[config.mk]
export PLATFORM = sky130hd
export DESIGN_NAME = cube_data_stream_buffer
export DESIGN_NICKNAME = d
export VERILOG_FILES = /design/src/rtl/cube_data_stream_buffer.sv
export SDC_FILE = /design/constraint.sdc
export NUM_CORES = 1
export LEC_CHECK = 0
export CORE_AREA = 2 2 311 313
export DETAILED_ROUTE_END_ITERATION = 6
export DIE_AREA = 0 0 313 315
export DONT_BUFFER_PORTS = 1
export PLACE_DENSITY_LB_ADDON = 0.25
export SLEW_MARGIN = 10
export SYNTH_ARGS = -nofsm -noshare
export SYNTH_HDL_FRONTEND = slang
export SYNTH_SLANG_ARGS = --single-unit
[constraint.sdc]
create_clock -name clk_i -period 5.99 [get_ports clk_i]
set_clock_uncertainty 0.15 [all_clocks]
set_input_delay 1.198 -clock clk_i [delete_from_list [all_inputs] [get_ports clk_i]]
set_output_delay 1.198 -clock clk_i [all_outputs]
set_load 0.05 [all_outputs]
[src/rtl/cube_data_stream_buffer.sv]
// Cube state stream buffer: assembles 120-bit frames from narrow beats, checks framing,
// queues complete frames in a FIFO and presents the head as a 48-element fixed-point tensor.
module cube_data_stream_buffer #(
  parameter int unsigned DATA_LEN = 16,
  parameter int unsigned DATA_DEC = 8,
  parameter int unsigned BEAT_W   = 30,
  parameter int unsigned DEPTH    = 4
) (
  input  logic                         clk_i,
  input  logic                         rst_ni,
  input  logic                         clear_i,
  input  logic                         s_valid_i,
  output logic                         s_ready_o,
  input  logic [BEAT_W-1:0]            s_data_i,
  input  logic                         s_last_i,
  output logic                         m_valid_o,
  input  logic                         m_ready_i,
  output logic [48*DATA_LEN-1:0]       m_data_o,
  output logic [$clog2(DEPTH+1)-1:0]   level_o,
  output logic                         err_o
);

  localparam int unsigned FrameW = 120;
  localparam int unsigned Beats  = FrameW / BEAT_W;
  localparam int unsigned BcntW  = (Beats > 1) ? $clog2(Beats) : 1;
  localparam int unsigned PtrW   = (DEPTH > 1) ? $clog2(DEPTH) : 1;
  localparam int unsigned LvlW   = $clog2(DEPTH + 1);
  localparam logic [BcntW-1:0] LastBeat = BcntW'(Beats - 1);

  typedef enum logic [0:0] {StRecv, StDrop} state_e;

  state_e                state_q, state_d;
  logic [BcntW-1:0]      bcnt_q, bcnt_d;
  logic [FrameW-1:0]     asm_q, asm_d;
  logic [FrameW-1:0]     push_word;
  logic [FrameW-1:0]     mem_q [DEPTH];
  logic [PtrW-1:0]       wptr_q, wptr_d, rptr_q, rptr_d;
  logic [LvlW-1:0]       level_q, level_d;
  logic                  err_q, err_d;
  logic                  accept, push, pop;
  logic [FrameW-1:0]     head;

  function automatic logic [PtrW-1:0] ptr_inc(input logic [PtrW-1:0] p);
    return (p == PtrW'(DEPTH - 1)) ? '0 : p + 1'b1;
  endfunction

  // Ready depends on registered state only; the final beat is held off while the FIFO is full.
  assign s_ready_o = (state_q == StDrop) || (bcnt_q != LastBeat) || (level_q < LvlW'(DEPTH));
  assign m_valid_o = (level_q != '0);
  assign level_o   = level_q;
  assign err_o     = err_q;
  assign accept    = s_valid_i && s_ready_o;
  assign pop       = m_valid_o && m_ready_i && !clear_i;

  // Assembler FSM: beat slotting, framing checks and push decision.
  always_comb begin
    state_d   = state_q;
    bcnt_d    = bcnt_q;
    asm_d     = asm_q;
    push      = 1'b0;
    err_d     = 1'b0;
    push_word = asm_q;
    push_word[(Beats-1)*BEAT_W +: BEAT_W] = s_data_i;
    if (clear_i) begin
      state_d = StRecv;
      bcnt_d  = '0;
    end else if (accept) begin
      unique case (state_q)
        StRecv: begin
          asm_d[bcnt_q*BEAT_W +: BEAT_W] = s_data_i;
          if (bcnt_q != LastBeat) begin
            if (s_last_i) begin
              err_d  = 1'b1;
              bcnt_d = '0;
            end else begin
              bcnt_d = bcnt_q + 1'b1;
            end
          end else begin
            bcnt_d = '0;
            if (s_last_i) begin
              push = 1'b1;
            end else begin
              err_d   = 1'b1;
              state_d = StDrop;
            end
          end
        end
        StDrop: begin
          if (s_last_i) begin
            state_d = StRecv;
            bcnt_d  = '0;
          end
        end
        default: state_d = StRecv;
      endcase
    end
  end

  // FIFO pointer and occupancy next-state.
  always_comb begin
    wptr_d  = wptr_q;
    rptr_d  = rptr_q;
    level_d = level_q;
    if (clear_i) begin
      wptr_d  = '0;
      rptr_d  = '0;
      level_d = '0;
    end else begin
      if (push) wptr_d = ptr_inc(wptr_q);
      if (pop)  rptr_d = ptr_inc(rptr_q);
      if (push && !pop)      level_d = level_q + 1'b1;
      else if (!push && pop) level_d = level_q - 1'b1;
    end
  end

  // Control state registers.
  always_ff @(posedge clk_i or negedge rst_ni) begin
    if (!rst_ni) begin
      state_q <= StRecv;
      bcnt_q  <= '0;
      asm_q   <= '0;
      wptr_q  <= '0;
      rptr_q  <= '0;
      level_q <= '0;
      err_q   <= 1'b0;
    end else begin
      state_q <= state_d;
      bcnt_q  <= bcnt_d;
      asm_q   <= asm_d;
      wptr_q  <= wptr_d;
      rptr_q  <= rptr_d;
      level_q <= level_d;
      err_q   <= err_d;
    end
  end

  // Frame storage; contents are masked at the output while empty, so no reset is needed.
  always_ff @(posedge clk_i) begin
    if (push) mem_q[wptr_q] <= push_word;
  end

  assign head = m_valid_o ? mem_q[rptr_q] : '0;

  // Unpack head entry: each field lands with its LSB at bit DATA_DEC of its element.
  always_comb begin
    m_data_o = '0;
    for (int i = 0; i < 12; i++) begin
      m_data_o[i*DATA_LEN + DATA_DEC +: 3]        = head[3*i +: 3];
      m_data_o[(12+i)*DATA_LEN + DATA_DEC +: 2]   = head[36 + 2*i +: 2];
      m_data_o[(24+i)*DATA_LEN + DATA_DEC +: 4]   = head[60 + 4*i +: 4];
      m_data_o[(36+i)*DATA_LEN + DATA_DEC]        = head[108 + i];
    end
  end

endmodule

# Yosys cells after proc, flatten, opt, wreduce, memory -nomap -nowiden
# Memories as Yosys holds them, arrays and structs flattened.
# Index checks and enable logic that the tools add are counted.
[word_totals]
register_bits = 131
ramBits = 480
in_bits = 36
output_inout_bits = 774
wordCells = 74
mem_count = 1
[mem_list]
columns = ["memory", "depth", "word_bits", "read_ports", "rd_ports_with_merged_regs", "wr", "line_no", "source"]
rows = [
  ["mem_q", 4, 120, 1, 0, 1, "36", "logic [FrameW-1:0] mem_q [DEPTH];"],
]
[op_classes]
addsub = 6
multipliers = 1
magnitude_cmp = 1
n_eq_ne = 4
shift = 2
n_mux = 33
bitwise = 2
reduce_logical = 17
[op_table]
columns = ["cell", "count"]
rows = [
  ["bitwise mux 120 bit", 1],
  ["two-way mux 120 bit", 1],
  ["variable shift 30 x 34 -> 120 bit (first input constant)", 1],
  ["indexed part select 30 x 34 -> 120 bit", 1],
  ["negation 7 -> 34 bit", 1],
  ["two-way mux 2 bit", 11],
  ["two-way mux 1 bit", 15],
  ["two-way mux 3 bit", 3],
  ["adder 2 x 1 -> 2 bit (second input constant)", 3],
  ["multiplier 2 x 4 -> 6 bit (second input constant)", 1],
  ["nonzero test 2 bit", 3],
  ["nonzero test 3 bit", 2],
  ["logical AND 1 bit", 5],
  ["== test 2 bit (second input constant)", 2],
  ["case mux 2 bit (2 select lines)", 1],
  ["adder 3 x 1 -> 3 bit (second input constant)", 1],
  ["logical NOT 1 bit", 3],
  ["< comparator 3 bit (second input constant)", 1],
  ["!= test 3 bit (second input constant)", 1],
  ["AND reduction 3 bit", 1],
  ["subtractor 3 x 1 -> 3 bit (second input constant)", 1],
  ["logical OR 1 bit", 2],
  ["!= test 2 bit (second input constant)", 1],
  ["NOT 1 bit", 2],
  ["other kinds (2)", 2],
]

# Longest topological paths before layout
# Gate-level depths: netlist of run 1.
[logic_depth]
depth_word = 11
mapped_depth = 12
ltp_nobuf = 8

# Least setup slack after synthesis of run 1
# OpenSTA, ideal clock, no wires.
[synth_timing]
path_kind = "in2reg"
start = "in s_valid_i"
end = "mem mem_q[3][0], enable pin"
setup_time_ps = 493
arrival_ps = 4519
t_required_ps = 5347
path_slack_ps = 828
stages = 3
path_buffers = 0
cell_sequence = "a21boi_4 > and3_1 > and2_1"
[synth_between]
elab_chain_cells = 5
[synth_rtl]
columns = ["element", "line_no", "source"]
rows = [
  ["start, declared", "12", "input logic s_valid_i,"],
  ["logical AND 1 bit", "52", "assign accept = s_valid_i && s_ready_o;"],
  ["two-way mux 1 bit", "67", "end else if (accept) begin"],
  ["two-way mux 1 bit", "64", "if (clear_i) begin"],
  ["two-way mux 1 bit", "139", "if (push) mem_q[wptr_q] <= push_word;"],
  ["two-way mux 1 bit (implied by the code)", "139", ""],
  ["end, declared", "36", ""],
]
# No other way between the ends.

# Worst setup path in the final report of run 1
[layout_timing]
start = "reg rptr_q[0]"
end = "out m_data_o[392]"
[layout_between]
elab_chain_cells = 2
[layout_rtl]
columns = ["element", "line_no", "source"]
rows = [
  ["start, declared", "37", "logic [PtrW-1:0] wptr_q, wptr_d, rptr_q, rptr_d;"],
  ["start signal, assigned", "131", "rptr_q <= rptr_d;"],
  ["memory read (4 x 120 bit)", "-", ""],
  ["two-way mux 120 bit", "142", "assign head = m_valid_o ? mem_q[rptr_q] : '0;"],
  ["end, declared", "18", "output logic [48*DATA_LEN-1:0] m_data_o,"],
]
# No other way between the ends.

==> run metrics, run 1 <==
result of the run completed; gr usage total 0.124; H-tree lvl count 2; final instance area 0.0289 sq mm; Hold WC Path Type input pin to asynchronous set/reset pin; number of buffers added for setup after CTS 0; hold violation count in the final report 0; Post-Syn Area per Cell 14.6 sq um; endpoint of the worst-slack reg-to-reg timing path mem_q[1][67]$_DFFE_PP_; via count of the first global-routing pass 12.1k; sequential element share of the synthesized area 0.602; most instantiated flip-flop cell in the synthesis netlist sky130_fd_sc_hd__edfxtp_1; aggregate global routing overflow 0; TritonCTS clock tree done; vias roughly 13k; capturing element type of the critical path output port; Worst Path Class, Setup flop to output port; setup total negative slack 0 ns; data required time of the critical path 4.64 ns; Power Density ~410 mW/mm^2; area of the mapped netlist 0.0282 sq mm; drt pass-1 iters 5; Vias/cell ~4; Chip Height 315 microns; CTS root buffer sky130_fd_sc_hd__clkbuf_16; TritonCTS Sinks between 500 and 600; Synth cell types 49; number of buffers added to fix hold violations after cts 0; area of the core region 0.0957 sq mm; # setup viols final 0; maximum clock path buffer count 3; reported max-cap violation count 0; antenna violations before repair 1; total length of routed wires between 60 and 70 mm; remaining design rule violation count 0; first-pass GRT wire length 89.7 mm; worst-case headroom to the max-slew limit 0.161; pin count of the biggest net entering global routing 102; final antenna diode count 0; Synth Instances between 1.5k and 2k; buffers added on ports 0; worst reg2reg path depth 6; fraction of final layout cells sized beyond drive strength 1 0.127; count of warnings emitted by yosys 0; clock slew seen by the registers of the worst setup and hold paths 0.07 ns; data arrival at the endpoint of the critical path 3.10 ns; Final ANT Viol Nets 0; total half-perimeter wirelength after legalization and detailed placement 44.3 mm; width of the chip roughly 310 microns; final worst-path cycle share 0.743; maximum vdd drop 0.250 mV; count of final max-slew check failures 0; Lkg Pwr 10.9 nW; routed length per instance between 15 and 20 microns; final critical path time including I/O delays and setup between 4 and 5 ns; effective utilization at floorplan 0.294; worst skew pair latency 0.61 ns; floorplan row count 114; Critical R2R Launch bcnt_q[0]$_DFFE_PN0P_; total of flip-flops plus latches after synthesis 581; Inserted Clock Buffers 57; routability cong. between 0.8 and 0.9; DIE AREA 0.0986 sq mm; initial drt markers 778; Max Fanout on Critical Path 71; Layout Area Growth over Synthesis 2.71%; kind of start point of the critical path flop; setup repair after global routing missed its margin false; Filler Cells Inserted 9,533; highest attainable clock frequency 225 MHz; post_cts resized 0; area after detailed placement 0.0271 sq mm; Layout Nets 1,981; FF-to-FF setup slack 2.16 ns; transition time of the tightest slew-check pin 1.26 ns; FFs w/ async S/R, synth 0.174; total I/O pin count 810; number of synthesized flops with an enable pin 480
sequential cells by signal (all words and copies together) (netlist names):
| name | flops |
|---|---|
| mem_q | 480 |
| asm_q | 90 |
| level_o | 3 |
| bcnt_q | 2 |
| rptr_q | 2 |
| wptr_q | 2 |
| err_o | 1 |
| state_q | 1 |
cells in the mapped netlist (all sizes together) (12+ instances only):
cell type | count | area (sq um)
buf | 702 | 5230
edfxtp | 480 | 14400
and2 | 124 | 776
mux4 | 122 | 2750
dfrtp | 101 | 2530
nand2 | 97 | 372
o21ai | 42 | 210
a21oi | 33 | 165
a211oi | 28 | 210
clkbuf | 25 | 93.8
nand2b | 23 | 151
a21o | 22 | 165
o31ai | 20 | 170
nand3 | 15 | 103
ha | 12 | 150
nor2 | 12 | 47.6
final cells by class:
| class | count | area, sq um | share of cell area |
|---|---|---|---|
| Multi-Input combinational cell | 1264 | 8310 | 0.287 |
| Clock inverter | 22 | 195 | 0.00675 |
| Clock buffer | 85 | 1620 | 0.0559 |
| Inverter | 7 | 26.3 | 0.000909 |
| Tap cell | 1276 | 1600 | 0.0552 |
| Timing Repair Buffer | 21 | 220 | 0.00762 |
| Sequential cell | 581 | 17000 | 0.586 |
metrics by stage:
step | cells | hold slack (ns) | setup slack, ns | power (mW) | util
2_1_floorplan | 2579 | 0.326 | 0.828 | 8.27 | -
3_3_place_gp | 3149 | 0.335 | 2.09 | 8.49 | 0.283
3_5_place_dp | 3149 | 0.353 | 2.06 | 8.52 | 0.283
4_1_cts | 3256 | 0.101 | 1.39 | 12.0 | 0.302
5_1_grt | 3256 | 0.117 | 1.33 | 12.3 | 0.302
6_report | 3256 | 0.146 | 1.54 | 11.8 | 0.302
critical path: stages, from the launching register on:
cell	delay (ns)
sky130_fd_sc_hd__dfrtp_4	0.81
sky130_fd_sc_hd__buf_12	0.50
sky130_fd_sc_hd__mux4_2	0.65
sky130_fd_sc_hd__and2_1	0.36
cell families (layout without fill, tap and decap cells):
logic type                 count (synthesis)  after routing  share of synthesized area
and+or+nand+nor                          293            293                     0.0572
AOI/OAI and AO/OA                        171            171                     0.0414
DFF                                      581            581                      0.602
adders and majority gates                 13             13                    0.00604
buffers and inverters                    734            135                      0.190
muxes                                    136            136                      0.103
other                                      1            648                   0.000133
xor gates and xnor gates                   3              3                   0.000933
placed cells by master, fill, tap and decap left out, drive strengths merged, types with 15 or more instances in the layout:
cell type	n
nand2b	23
buf	21
clkbuf	85
nand2	97
edfxtp	480
conb	648
o21ai	42
o31ai	20
and2	124
dfrtp	101
a21o	22
mux4	122
a21oi	33
nand3	15
a211oi	28
metal layers:
metal,track usage,routed length (microns)
met1,0.154,25400
met2,0.218,33600
met3,0.0312,4660
met4,0.0256,1010
met5,0,0
power by group:
part	switching [mW]	internal [mW]	leakage (nW)	total, mW
Combinational	2.98	0.733	4.18	3.72
Clock	1.49	2.00	0.886	3.49
Sequential	0.162	4.44	5.86	4.60
worst max path at each step:
stage                                   to  depth (start not counted)                    from  slack (ns)
floorplan            mem_q[3][0]$_DFFE_PP_                          3               s_valid_i        0.83
global placement    mem_q[1][91]$_DFFE_PP_                          6   bcnt_q[0]$_DFFE_PN0P_        2.09
detailed placement           m_data_o[376]                          3  level_o[0]$_DFFE_PN0P_        2.06
CTS                          m_data_o[376]                          3  level_o[0]$_DFFE_PN0P_        1.39
global route                 m_data_o[376]                          3  level_o[0]$_DFFE_PN0P_        1.33
finish                       m_data_o[392]                          3   rptr_q[0]$_DFFE_PN0P_        1.54
No activity file was read; power rests on OpenSTA's default activity.
==> run 2: changes to the inputs <==
==> constraint.sdc (replaced) <==
create_clock -name clk_i -period 4.5 [get_ports clk_i]
set_clock_uncertainty 0.15 [all_clocks]
set_input_delay 0.9 -clock clk_i [delete_from_list [all_inputs] [get_ports clk_i]]
set_output_delay 0.9 -clock clk_i [all_outputs]
set_load 0.05 [all_outputs]
==> run 2 against run 1 <==
Effect of this change:
- sequential power rose by 32%
- die area did not move
- flip-flop and latch count did not move
- clock power rose by 47%
- combinational power rose by 37%
- final area rose by 1.6%
- worst setup slack got worse by 1.0 ns
- critical path depth rose by 1
- non-clock buffer count rose by 13
- register-to-register slack got worse by 0.90 ns
- largest power group unchanged
- highest routed layer is now met5
==> run metrics, run 2 (same netlist as run 1, synthesis figures left out) <==
FF-to-FF setup slack 1.26 ns (-0.90 ns); Fin Hold WS 0.0710 ns (-0.0754 ns); data arrival at the endpoint of the critical path 2.95 ns (-0.15 ns); met2 track utilization from global routing 0.213 (-0.00533); worst setup slack after layout 0.497 ns (-1.04 ns); total I/O pin count 810 (unchanged); hold violation count in the final report 0 (unchanged); Critical R2R Launch bcnt_q[0]$_DFFE_PN0P_; kind of start point of the critical path flop; effective utilization at floorplan 0.294 (unchanged); most common cell after layout, fill and taps aside sky130_fd_sc_hd__conb_1; post_cts resized 0 (unchanged); fraction of final layout cells sized beyond drive strength 1 0.138 (+0.0107); worst-case setup slack after placement 0.849 ns (-1.21 ns); total half-perimeter wirelength after legalization and detailed placement 44.7 mm (+0.70%); area of the core region 0.0957 sq mm (unchanged); number of buffers added to fix hold violations after cts 1 (+1); register cell area after layout 0.0170 sq mm (unchanged); result of the run completed; maximum clock path buffer count 3 (unchanged); worst-case headroom to the max-slew limit 0.428 (+0.267); antenna violations before repair 4 (+3); width of the chip 313 microns (unchanged); TritonCTS clock tree done; aggregate global routing overflow 0 (unchanged); Worst Path Class, Setup flop to output port; capturing element type of the critical path output port; Max Fanout on Critical Path 30 (-58%); CTS root buffer sky130_fd_sc_hd__clkbuf_16; reported max-cap violation count 0 (unchanged); final critical path time including I/O delays and setup 4.00 ns; Hold WC Path Type input pin to asynchronous set/reset pin; H-tree lvl count 2 (unchanged); drt pass-1 iters 5 (unchanged); pin count of the biggest net entering global routing 102 (unchanged); vias 13.1k (+0.85%); count of final max-slew check failures 0 (unchanged); initial drt markers 836 (+7.5%); clock slew seen by the registers of the worst setup and hold paths 0.06 ns (about the same); Final ANT Viol Nets 0 (unchanged); floorplan row count 114 (unchanged); met1 Use GR 0.155 (+0.000865); # setup viols final 0 (unchanged); number of buffers added for setup after CTS 0 (unchanged); Layout Area Growth over Synthesis 4.40%; GRT busiest layer met2; data required time of the critical path 3.45 ns (-1.19 ns); gr usage total 0.125 (+0.00112); Chip Height 315 microns (unchanged); setup repair after global routing missed its margin false; Vias/cell 4.00 (+0.20%); DIE AREA 0.0986 sq mm (unchanged); Filler Cells Inserted 9,513 (-0.21%); flip-flop count of the largest register, all copies and words added 480 (unchanged); highest attainable clock frequency 250 MHz; buffers added on ports 0 (unchanged); Layout Nets 1,997 (+0.81%); post-route core utilization 0.307 (+0.00497); transition time of the tightest slew-check pin 0.855 ns (-0.403 ns); total length of routed wires 65.4 mm (+1.1%); setup total negative slack 0 ns (unchanged); final worst-path cycle share 0.890; first-pass GRT wire length 89.8 mm (+0.21%); routability cong. 0.802 (-0.57%); area of the multi-input gates 0.00831 sq mm (unchanged); remaining design rule violation count 0 (unchanged); worst setup path startpoint rptr_q[0]$_DFFE_PN0P_; maximum vdd drop 0.334 mV (+34%); routed length per instance 19.9 microns (+0.47%); Power Density 555 mW/mm^2 (+36%); fraction of met3 tracks used by global routing 0.0378 (+0.00658); worst skew pair latency 0.63 ns (+0.02 ns); Inserted Clock Buffers 60 (+5.3%); most used cells in the layout excluding fill and tap cells sky130_fd_sc_hd__conb_1 (648), sky130_fd_sc_hd__edfxtp_1 (480), sky130_fd_sc_hd__mux4_2 (122); register containing the most flip-flops in the final layout mem_q; TritonCTS Sinks 581 (unchanged); via count of the first global-routing pass 12.0k (-0.85%); Lkg Pwr 11.1 nW (+2.0%)
[run 2: cell types whose count changed in the layout (fill, tap and decap cells not counted), sizes merged]
cell	change
clkbuf	-5
diode	+1
bufinv	+5
clkinv	+7
buf	+13
[run 2: worst paths after layout]
check,to,depth (start not counted)
max in group asynchronous,rptr_q[1]$_DFFE_PN0P_,1
min,asm_q[70]$_DFFE_PN0P_,1
max,m_data_o[137],4
min in group clk_i,rptr_q[1]$_DFFE_PN0P_,1
min reg2reg,mem_q[0][78]$_DFFE_PP_,0
max reg2reg,asm_q[79]$_DFFE_PN0P_,5
[run 2: layout make-up]
| type | count | area share |
|---|---|---|
| inverters | 7 | 0.000894 |
| well taps | 1276 | 0.0543 |
| clock inverters | 34 | 0.0141 |
| multi-input cells | 1264 | 0.283 |
| flip-flops and latches | 581 | 0.577 |
| diodes | 1 | 0.0000851 |
| repair buffers | 34 | 0.0152 |
| clock buffers | 80 | 0.0560 |
[run 2: where the power goes]
group	switching, mW	total, mW	internal, mW
Sequential	0.178	6.09	5.91
Clock	2.10	5.14	3.04
Combinational	4.02	5.10	1.07
Total	6.31	16.3	10.0
[run 2: through the flow]
step	cells	cell area [sq um]	power, mW
floorplan	2579	30600	11.0
global route	3276	29400	17.0
detailed placement	3160	27300	11.4
CTS	3275	29400	16.6
finish	3277	29400	16.3
global placement	3160	27300	11.3
[run 2: critical path, stage by stage, from the launching register on]
cell,delay [ns]
sky130_fd_sc_hd__dfrtp_4,0.81
sky130_fd_sc_hd__buf_16,0.30
sky130_fd_sc_hd__buf_12,0.24
sky130_fd_sc_hd__mux4_2,0.57
sky130_fd_sc_hd__and2_1,0.37
[run 2: per-layer routing]
layer	vias up	share of wire
met3	91	0.078
li1	5696	-
met5	-	0.00060
met4	4	0.022
met1	6831	0.39
met2	491	0.51
